==> src/rtl/tick_scheduler.sv <==
// Tick scheduler: a run/pause/step controller that divides the system clock into
// count-enable pulses for a downstream counter, with a selectable tick rate.
module tick_scheduler #(
  parameter int unsigned DIV0 = 32'd50000000,
  parameter int unsigned DIV1 = 32'd25000000,
  parameter int unsigned DIV2 = 32'd10000000,
  parameter int unsigned DIV3 = 32'd5000000
) (
  input  logic        clk,
  input  logic        rst,
  input  logic        start,
  input  logic        stop,
  input  logic        step,
  input  logic        clear,
  input  logic [1:0]  rate_sel,
  output logic        cnt_en,
  output logic        cnt_clr,
  output logic        running,
  output logic        paused,
  output logic [15:0] tick_count
);

  typedef enum logic [1:0] {
    ST_IDLE  = 2'd0,
    ST_RUN   = 2'd1,
    ST_PAUSE = 2'd2
  } state_t;

  // A divider of zero would never wrap, so it is treated as one.
  function automatic logic [31:0] sel_div(input logic [1:0] sel);
    logic [31:0] raw;
    case (sel)
      2'd0:    raw = 32'(DIV0);
      2'd1:    raw = 32'(DIV1);
      2'd2:    raw = 32'(DIV2);
      2'd3:    raw = 32'(DIV3);
      default: raw = 32'(DIV0);
    endcase
    sel_div = (raw == 32'd0) ? 32'd1 : raw;
  endfunction

  state_t      state_q, state_d;
  logic [31:0] presc_q, presc_d;
  logic [31:0] div_q, div_d;
  logic [15:0] tick_q, tick_d;
  logic        cnt_en_q, cnt_en_d;
  logic        cnt_clr_q, cnt_clr_d;
  logic        running_q, running_d;
  logic        paused_q, paused_d;
  logic        wrap_s;

  assign wrap_s = (state_q == ST_RUN) && (presc_q == (div_q - 32'd1));

  // Next-state: commands resolved by priority clear > stop > start > step.
  always_comb begin
    state_d   = state_q;
    presc_d   = presc_q;
    div_d     = div_q;
    tick_d    = tick_q;
    cnt_en_d  = 1'b0;
    cnt_clr_d = 1'b0;

    if (clear) begin
      state_d   = ST_IDLE;
      presc_d   = 32'd0;
      tick_d    = 16'd0;
      cnt_clr_d = 1'b1;
    end else if (stop) begin
      if (state_q == ST_RUN) begin
        state_d = ST_PAUSE;
      end else begin
        state_d = state_q;
      end
    end else if (start && (state_q != ST_RUN)) begin
      state_d = ST_RUN;
      div_d   = sel_div(rate_sel);
      if (state_q == ST_IDLE) begin
        presc_d = 32'd0;
      end else begin
        presc_d = presc_q;
      end
    end else if (state_q == ST_RUN) begin
      if (wrap_s) begin
        presc_d  = 32'd0;
        div_d    = sel_div(rate_sel);
        cnt_en_d = 1'b1;
      end else begin
        presc_d = presc_q + 32'd1;
      end
    end else if (step) begin
      cnt_en_d = 1'b1;
    end else begin
      cnt_en_d = 1'b0;
    end

    if (cnt_en_d) begin
      tick_d = tick_q + 16'd1;
    end else begin
      tick_d = tick_d;
    end

    running_d = (state_d == ST_RUN);
    paused_d  = (state_d == ST_PAUSE);
  end

  // State and registered outputs, cleared asynchronously by reset.
  always_ff @(posedge clk or negedge rst) begin
    if (!rst) begin
      state_q   <= ST_IDLE;
      presc_q   <= 32'd0;
      div_q     <= sel_div(2'd0);
      tick_q    <= 16'd0;
      cnt_en_q  <= 1'b0;
      cnt_clr_q <= 1'b0;
      running_q <= 1'b0;
      paused_q  <= 1'b0;
    end else begin
      state_q   <= state_d;
      presc_q   <= presc_d;
      div_q     <= div_d;
      tick_q    <= tick_d;
      cnt_en_q  <= cnt_en_d;
      cnt_clr_q <= cnt_clr_d;
      running_q <= running_d;
      paused_q  <= paused_d;
    end
  end

  assign cnt_en     = cnt_en_q;
  assign cnt_clr    = cnt_clr_q;
  assign running    = running_q;
  assign paused     = paused_q;
  assign tick_count = tick_q;

endmodule

==> config.mk <==
export PLATFORM = sky130hd
export DESIGN_NAME = tick_scheduler
export DESIGN_NICKNAME = d
export VERILOG_FILES = /design/src/rtl/tick_scheduler.sv
export SDC_FILE = /design/constraint.sdc
export NUM_CORES = 1
export LEC_CHECK = 0
export CAP_MARGIN = 25
export CORE_ASPECT_RATIO = 1.2
export CORE_MARGIN = 2
export CORE_UTILIZATION = 66
export CTS_BUF_LIST = sky130_fd_sc_hd__clkbuf_8
export CTS_CLUSTER_SIZE = 14
export DETAILED_ROUTE_END_ITERATION = 12
export PLACE_DENSITY_LB_ADDON = 0.2
export SETUP_SLACK_MARGIN = 0.1
export SYNTH_ARGS = -nofsm -noshare
export SYNTH_HDL_FRONTEND = slang
export SYNTH_SLANG_ARGS = --single-unit
==> constraint.sdc <==
create_clock -name clk -period 8.67 [get_ports clk]
set_input_delay 1.734 -clock clk [delete_from_list [all_inputs] [get_ports clk]]
set_output_delay 1.734 -clock clk [all_outputs]
set_load 0.05 [all_outputs]
==> parameters.txt, run 1 <==
Parameter                              Value

Finish
  N_diodes ... 0
  Number of fillers in the final layout ... 450
  Area growth, synth to finish ... 11.0%
  Combined area of the multi-input logic cells ... ~0.0024 mm2
  Sequential cell area ... ~0.0016 mm2
  Fin nets ... slightly below 500
  Share of final-layout standard cells stronger than drive strength 1 ... about a tenth
  Final core area utilization ... between 70% and 80%

Clock network
  Number of CTS-inserted buffers ... 9
  CTS HTree Levels ... 3
  Latest clock arrival within the worst-skew pair ... between 0.3 and 0.4 ns
  Post-CTS Hold Fix Bufs ... 0
  Clock sink count ... 64
  Max clock buf depth ... 2
  CTS tree ... built
  Post-CTS sizing ... 0
  Post-CTS setup repair buffer count ... 0
  Clock-pin transition on the worst setup and hold timing paths ... around 0.07 ns
  Root buffer selected by CTS ... clkbuf_8

Routing
  Residual DRC ... 0
  Drt initial violations ... roughly 330
  Residual antenna-violating net count after detailed routing ... 0
  Routed wire length ... between 9000 and 10000 um
  Via density per instance ... about 6.8
  Number of vias in the routed layout ... between 3000 and 4000
  Average detailed-routed wire length per instance ... 17.6 um
  Drt first pass iters ... 5

GRT
  Number of global-route vias before repair ... between 3000 and 4000
  Maximum number of pins on one net before global-route repair ... 65
  Initial antenna violation count ... 0
  Global-route wire length before repair ... 16900 um
  Combined global-route utilization of all metal layers ... about 30%
  Remaining global-route overflow ... 0

Worst hold path
  Kind of path behind the tightest hold check ... reg -> reg
  Min-Delay Path Depth ... 2

Power
  Static leakage ... around 1.8 nW
  Reg power frac ... between 40 and 50%
  Clk pwr share ... a little over a third
  Worst-case vdd ir drop ... ~99 uV
  PwrDens ... ~160 mW/mm2
  Internal Pwr Total ... around 0.49 mW
  Switching power ... roughly 0.22 mW
  Sw Ratio ... 31.0%
  Share of power burned in combinational logic ... between 15 and 20%

Die
  Starting Density ... 68.6%
  Row count ... 31
  Area of the die ... 0.00694 mm2
  Core area ... between 0.006 and 0.007 mm2
  Count of boundary I/O pins ... 28
  Die Span Y ... around 91 um
  Die span in x ... between 70 and 80 um

Critical path
  Most numerous cell on the critical path ... nor2_1
  Max Fanout on Critical Path ... 54
  Kind of launch point of the worst setup path ... input port
  Worst Reg-to-Reg Cells ... 9
  CP peak stage delay ... 1.01 ns
  Critical-path cell with the highest stage delay ... clkdlybuf4s50_1
  Type of element capturing the critical path ... flip-flop
  CP Cell Sequence ... clkdlybuf4s50_1 -> nor2_1 -> nand2b_2 -> nor2_1 -> a221o_1
  Data required time at the worst endpoint ... about 8.9 ns
  Worst Path Class, Setup ... in -> reg
  Crit path arrival time ... roughly 4.4 ns

Synthesis
  Share of flip-flops with an asynchronous set or reset after synthesis ... 100%
  Most used DFF post-synth ... dfrtp_1
  Area share of the largest cell type after synthesis ... between 30% and 40%
  Main area contributors after synthesis ... dfrtp_1 (36%), o311ai_0 (4.0%), dfstp_2 (3.2%)
  Flip-flop and latch count after synthesis ... 64
  Number of flops mapped to enable cells by yosys ... 0
  Mean post-synth cell area ... around 9 um2
  Synth Cell Area ... about 0.0042 mm2
  Fraction of the yosys area taken by sequential cells ... 38.7%
  Yosys Warn Count ... 0
  Mapped Nets ... about 470
  Cell type contributing the most total cell area after synthesis ... dfrtp_1
  Gate count of the mapped netlist ... ~460
  Unique cell type count in the Yosys netlist ... 58

Job
  Max capacitance violation total ... 0

Timing
  Final min period ... approximately 4 ns
  Slew @ Worst Pin ... 0.984 ns
  Number of setup violations in the final report ... 0
  Total Negative Setup Slacks ... 0 ns
  Relative max-transition margin ... between 30% and 40%
  Layout Skew ... approximately 0.0091 ns
  Count of pins over their slew limit ... 0
  Unrepaired setup endpoints after global routing ... no
  Ratio of final minimum period to clock period ... 47.5%
  Timing-limited maximum frequency ... 243 MHz
  Final Hold Viols ... 0

Place
  Placed wire-length estimate after detailed placement ... between 6000 and 7000 um
  Count of buffers inserted at the top-level ports ... 27
  Routability Congestion ... between 0.9 and 1

Run status
  Status ... complete, no violations
worst max-delay path, delay by kind of cell:
family,cells,cell delay [ns]
compound gates,1,0.39
buf+inv,1,1.01
simple gates,3,1.21
synthesized netlist by cell type, types with 2 or more instances:
library cell   n
or2_2         11
o41ai_1        8
nor2b_1       11
a21o_1         6
nor3b_1       11
nand2b_1       5
o311ai_0      19
and3_1         8
a221o_1        5
a211o_1        2
nand2_1       35
and2_1         7
buf_2          4
nand3_1       17
o21ai_0       14
mux2i_1        5
o21bai_1       2
inv_1         11
mux2_2         8
nor4b_1        5
a31oi_1        3
nor2_1        27
or4_1          8
dfrtp_1       59
xnor2_1       12
nor4_1        16
or3_1          8
o22a_1         5
o31ai_1       12
buf_1          2
nor3_1        25
ha_1           3
nand4_1        8
dfstp_2        5
xor2_1         6
clkbuf_1      25
and4_1         2
o21a_1        12
a21oi_1       11
a22o_1         2
power groups by stage:
| stage | sequential (mW) | clock, mW | combinational [mW] |
|---|---|---|---|
| 3_3_place_gp | 0.351 | 0 | 0.111 |
| 4_1_cts | 0.346 | 0.252 | 0.116 |
| 6_report | 0.347 | 0.252 | 0.117 |
| 5_1_grt | 0.349 | 0.267 | 0.128 |
| 2_1_floorplan | 0.336 | 0 | 0.0946 |
| 3_5_place_dp | 0.351 | 0 | 0.115 |
logic make-up after synthesis:
family | synth area share [%]
AO/OA/AOI/OAI | 19.8
XOR/XNOR | 3.80
adder cells (fa/ha/maj) | 0.904
buffers and inverters | 4.19
flip-flops | 38.7
multiplexers | 3.38
AND/OR/NAND/NOR | 29.2
cells in the final DEF, fill, tap and decap left out, types with 3 or more instances in the layout:
cell type	Yosys	routed
dfstp_2	5	5
mux2i_1	5	5
and3_1	8	8
or3_1	8	8
nor2b_1	11	11
or4_1	8	8
nand4_1	8	8
nand3_1	17	17
a31oi_1	3	3
o22a_1	5	5
xnor2_1	12	12
o311ai_0	19	19
and2_1	7	7
clkdlybuf4s50_1	0	26
dfrtp_1	59	59
nand2b_1	5	4
mux2_2	8	8
or2_2	11	11
nand2_1	35	35
a21oi_1	11	11
a21o_1	6	6
clkinv_2	0	3
o21a_1	12	12
xor2_1	6	6
nor3_1	25	25
buf_4	0	4
nor3b_1	11	11
o31ai_1	12	12
a221o_1	5	5
nor4_1	16	16
ha_1	3	3
nor2_1	27	27
o21ai_0	14	13
clkbuf_8	0	9
nor4b_1	5	5
inv_1	11	12
o41ai_1	8	8
state kept, by name, summed over array words and instances (netlist names):
signal      flops
tick_count     16
cnt_clr         1
presc_q        32
running         1
cnt_en          1
state_q         2
paused          1
div_q          10
routing by layer:
layer / part of all wire [%] / vias to the layer above / track usage, %
met5: 0 / - / 0
met4: 2.8 / 0 / 12.4
met3: 6.2 / 34 / 6.20
met2: 49 / 152 / 49.6
met1: 42 / 1830 / 37.9
li1: - / 1788 / -
final timing paths:
path / start / endpoint / slack, ns
worst max-delay path: clear / presc_q[9]$_DFFE_PN0P_ / 4.55
worst min-delay path: div_q[22]$_DFFE_PN1P_ / div_q[22]$_DFFE_PN1P_ / 0.54
worst max register to register: div_q[23]$_DFFE_PN1P_ / tick_count[5]$_DFFE_PN0P_ / 4.86
worst min register to register: div_q[22]$_DFFE_PN1P_ / div_q[22]$_DFFE_PN1P_ / 0.54
max in group asynchronous: rst / presc_q[18]$_DFFE_PN0P_ / 6.60
min in group asynchronous: rst / tick_count[4]$_DFFE_PN0P_ / 1.56
through the flow:
step	hold slack [ns]	cells	setup WS, ns	instance area (um2)	total power, mW
global route	0.561	560	4.29	4610	0.745
finish	0.537	560	4.55	4610	0.716
floorplan	0.480	463	5.53	4150	0.431
CTS	0.539	560	4.56	4610	0.714
global placement	0.517	543	4.26	4410	0.461
detailed placement	0.529	544	4.19	4420	0.466
area by class of cell:
class / count / share of cell area, %
inverter: 11 / 0.896
clock buffer: 9 / 2.69
clock inverter: 7 / 1.39
multi-input combinational: 356 / 51.5
tap: 82 / 2.23
timing repair buffer: 31 / 6.41
sequential: 64 / 34.9
(Power assumes the default switching activity.)
==> run 2, diff against run 1 <==
--- a/config.mk
+++ b/config.mk
@@ -8,7 +8,7 @@
 export CAP_MARGIN = 25
 export CORE_ASPECT_RATIO = 1.2
 export CORE_MARGIN = 2
-export CORE_UTILIZATION = 66
+export CORE_UTILIZATION = 56
 export CTS_BUF_LIST = sky130_fd_sc_hd__clkbuf_8
 export CTS_CLUSTER_SIZE = 14
 export DETAILED_ROUTE_END_ITERATION = 12
==> constraint.sdc (replaced) <==
create_clock -name clk -period 3.5 [get_ports clk]
set_input_delay 0.7 -clock clk [delete_from_list [all_inputs] [get_ports clk]]
set_output_delay 0.7 -clock clk [all_outputs]
set_load 0.05 [all_outputs]
==> run 2 against run 1 <==
  * Die area grew 17%
  * Core utilization shrank 11 points
  * Register-to-register slack lost 4.7 ns
  * Worst hold slack is essentially flat
  * Largest power group unchanged
==> parameters.txt, run 2 (same netlist as run 1, synthesis figures left out) <==
Parameter                              Value

Clock network
  Latest clock arrival within the worst-skew pair ... 0.35 ns (was 0.36 ns)
  CTS HTree Levels ... 3 (unchanged)
  Clock sink count ... 64 (unchanged)
  Root buffer selected by CTS ... clkbuf_8 (unchanged)
  Number of CTS-inserted buffers ... 9 (unchanged)
  CTS tree ... built (unchanged)
  Max clock buf depth ... 2 (unchanged)
  Post-CTS Hold Fix Bufs ... 0 (unchanged)
  Clock-pin transition on the worst setup and hold timing paths ... 0.07 ns (about the same)

Critical path
  Critical-path cell with the highest stage delay ... or4_4 (was clkdlybuf4s50_1)
  Worst reg2reg path endpoint ... tick_count[15]$_DFFE_PN0P_ (was tick_count[5]$_DFFE_PN0P_)
  Max Fanout on Critical Path ... 24 (was 54)
  Critical Path Start ... presc_q[29]$_DFFE_PN0P_ (was clear)
  CP Cell Sequence ... or4_4 -> a2111o_1 -> nor4b_2 -> nand4_1 -> o41a_1 -> buf_6 -> or4_1 -> a21oi_1 (was clkdlybuf4s50_1 -> nor2_1 -> nand2b_2 -> nor2_1 -> a221o_1)
  Critical register-to-register path startpoint ... presc_q[29]$_DFFE_PN0P_ (was div_q[23]$_DFFE_PN1P_)
  Instance count on the critical path ... 8 (was 5)
  Termination of the worst setup path ... tick_count[15]$_DFFE_PN0P_ (was presc_q[9]$_DFFE_PN0P_)
  Kind of launch point of the worst setup path ... flip-flop (was input port)
  Worst Path Class, Setup ... reg -> reg (was in -> reg)
  Crit path arrival time ... 3.59 ns (was 4.36 ns)
  Type of element capturing the critical path ... flip-flop (unchanged)
  Buffer and inverter count on the worst path ... 1 (unchanged)
  CP peak stage delay ... 0.56 ns (was 1.01 ns)
  Data required time at the worst endpoint ... 3.77 ns (was 8.91 ns)
  Worst Reg-to-Reg Cells ... 8 (was 9)
  Reg2reg setup slack ... 0.18 ns (was 4.86 ns)
  Cell type group with the largest total delay on the critical path ... simple AND/OR/NAND/NOR gates (unchanged)

GRT
  Combined global-route utilization of all metal layers ... 25.7% (was 29.9%)
  Global-route wire length before repair ... 16300 um (was 16900 um)
  Maximum number of pins on one net before global-route repair ... 65 (unchanged)
  Initial antenna violation count ... 0 (unchanged)
  Remaining global-route overflow ... 0 (unchanged)
  Number of global-route vias before repair ... 3404 (was 3715)

Timing
  Final Hold Viols ... 0 (unchanged)
  Total Negative Setup Slacks ... 0 ns (unchanged)
  Final hold slack ... 0.538 ns (was 0.537 ns)
  Slew @ Worst Pin ... 0.831 ns (was 0.984 ns)
  Timing-limited maximum frequency ... 302 MHz
  Layout Skew ... 0.0101 ns (was 0.00913 ns)
  Unrepaired setup endpoints after global routing ... no (unchanged)
  Relative max-transition margin ... 44.6% (was 34.4%)
  Final min period ... 3.32 ns
  Count of pins over their slew limit ... 0 (unchanged)
  Ratio of final minimum period to clock period ... between 90% and 100%
  Number of setup violations in the final report ... 0 (unchanged)

Power
  Static leakage ... 1.91 nW (was 1.83 nW)
  PwrDens ... 363 mW/mm2 (was 156 mW/mm2)
  Switching power ... 0.521 mW (was 0.222 mW)
  Worst-case vdd ir drop ... 237 uV (was 99.4 uV)
  Share of power burned in combinational logic ... 18.7% (was 16.3%)
  Internal Pwr Total ... 1.20 mW (was 0.494 mW)
  Sw Ratio ... 30.2% (was 31.0%)
  Clk pwr share ... 32.2% (was 35.2%)
  Post-layout power ... 1.72 mW (was 0.716 mW)
  Reg power frac ... 49.1% (was 48.5%)

Die
  Starting Density ... 57.4% (was 68.6%)
  Core area ... 0.00723 mm2 (was 0.00605 mm2)
  Die span in x ... 82.6 um (was 76.4 um)
  Area of the die ... 0.00812 mm2 (was 0.00694 mm2)
  Count of boundary I/O pins ... 28 (unchanged)
  Die Span Y ... 98.3 um (was 90.9 um)
  Row count ... 34 (was 31)

Job
  Max capacitance violation total ... 0 (unchanged)

Place
  Count of buffers inserted at the top-level ports ... 27 (unchanged)
  Placed wire-length estimate after detailed placement ... 6740 um (was 6550 um)
  Routability Congestion ... 1.00 (was 0.981)

Routing
  Average detailed-routed wire length per instance ... 17.4 um (was 17.6 um)
  Number of vias in the routed layout ... 3753 (was 3804)
  Drt first pass iters ... 4 (was 5)
  Residual DRC ... 0 (unchanged)
  Via density per instance ... 6.47 (was 6.79)
  Residual antenna-violating net count after detailed routing ... 0 (unchanged)
  Routed wire length ... 10100 um (was 9860 um)
  Drt initial violations ... 191 (was 326)

Worst hold path
  Kind of path behind the tightest hold check ... in -> async (was reg -> reg)

Finish
  Max FFs per register ... 32 (unchanged)
  Largest reg by FF count ... presc_q (unchanged)
  Area growth, synth to finish ... 14.3% (was 11.0%)
  Share of final-layout standard cells stronger than drive strength 1 ... 12.7% (was 10.5%)
  N_diodes ... 0 (unchanged)
  Commonest non-fill, non-tap cell in the layout ... dfrtp_1 (unchanged)
  Fin nets ... 496 (was 484)
  Highest-count cells in the layout ignoring fill and taps ... dfrtp_1 (59), nand2_1 (35), nor2_1 (27) (unchanged)

Run status
  Status ... complete, no violations (unchanged)
-- run 2: changes by cell type in the layout (fill, tap and decap cells not counted), sizes merged --
cell and delta:
clkinvlp -2, buf +11, inv +3, clkbuf +3, clkinv -2, bufinv -1
-- run 2: power groups by stage --
stage / combinational, mW / sequential (mW) / clock [mW]
final: 0.323 / 0.846 / 0.555
after global routing: 0.353 / 0.851 / 0.610
after CTS: 0.317 / 0.844 / 0.577
after detailed placement: 0.313 / 0.857 / 0
after global placement: 0.306 / 0.857 / 0
after floorplan: 0.234 / 0.833 / 0
-- run 2: repair_timing --
action                                  in CTS  in global routing
endpoints found under the setup margin       1                 14
setup buffers                                2                  2
gates cloned                                 0                  1
gates resized for setup                      0                  5
pin swaps                                    1                  3
-- run 2: worst min-delay path by stage --
stage,from,endpoint,slack [ns],depth (start not counted)
3_3_place_gp,div_q[22]$_DFFE_PN1P_,div_q[22]$_DFFE_PN1P_,0.52,2
3_5_place_dp,presc_q[0]$_DFFE_PN0P_,presc_q[0]$_DFFE_PN0P_,0.52,1
5_1_grt,presc_q[0]$_DFFE_PN0P_,presc_q[0]$_DFFE_PN0P_,0.56,1
6_report,rst,tick_count[7]$_DFFE_PN0P_,0.54,2
2_1_floorplan,rst,cnt_clr$_DFF_PN0_,0.40,0
4_1_cts,presc_q[0]$_DFFE_PN0P_,presc_q[0]$_DFFE_PN0P_,0.54,1
-- run 2: cell type report --
cell class	count	area, um2
clock inverter	5	20.0
fill	587	2490
multi-input combinational	356	2390
inverter	11	41.3
timing repair buffer	43	423
tap	90	113
clock buffer	11	151
sequential	64	1610
-- run 2: routing by layer --
layer	track usage [%]	part of all wire, %
met5	0	0
met4	10.5	2.4
met3	4.90	4.6
met2	39.1	48
met1	35.7	45
-- run 2: stage by stage --
stage	utilization, %	instance area (um2)	worst slack (ns)	instances
final	65.6	4740	0.183	580
after global routing	65.6	4740	0.0608	580
after CTS	64.8	4690	0.149	576
after detailed placement	62.2	4500	0.107	558
after global placement	62.2	4500	0.220	558
after floorplan	-	4150	0.364	463
==> run 3, diff against run 2 <==
--- a/config.mk
+++ b/config.mk
@@ -14,6 +14,7 @@
 export DETAILED_ROUTE_END_ITERATION = 12
 export PLACE_DENSITY_LB_ADDON = 0.2
 export SETUP_SLACK_MARGIN = 0.1
+export SKIP_LAST_GASP = 1
 export SYNTH_ARGS = -nofsm -noshare
 export SYNTH_HDL_FRONTEND = slang
 export SYNTH_SLANG_ARGS = --single-unit
==> results of run 3 <==
The final DEF is identical to that of run 2; final timing and power are the same.
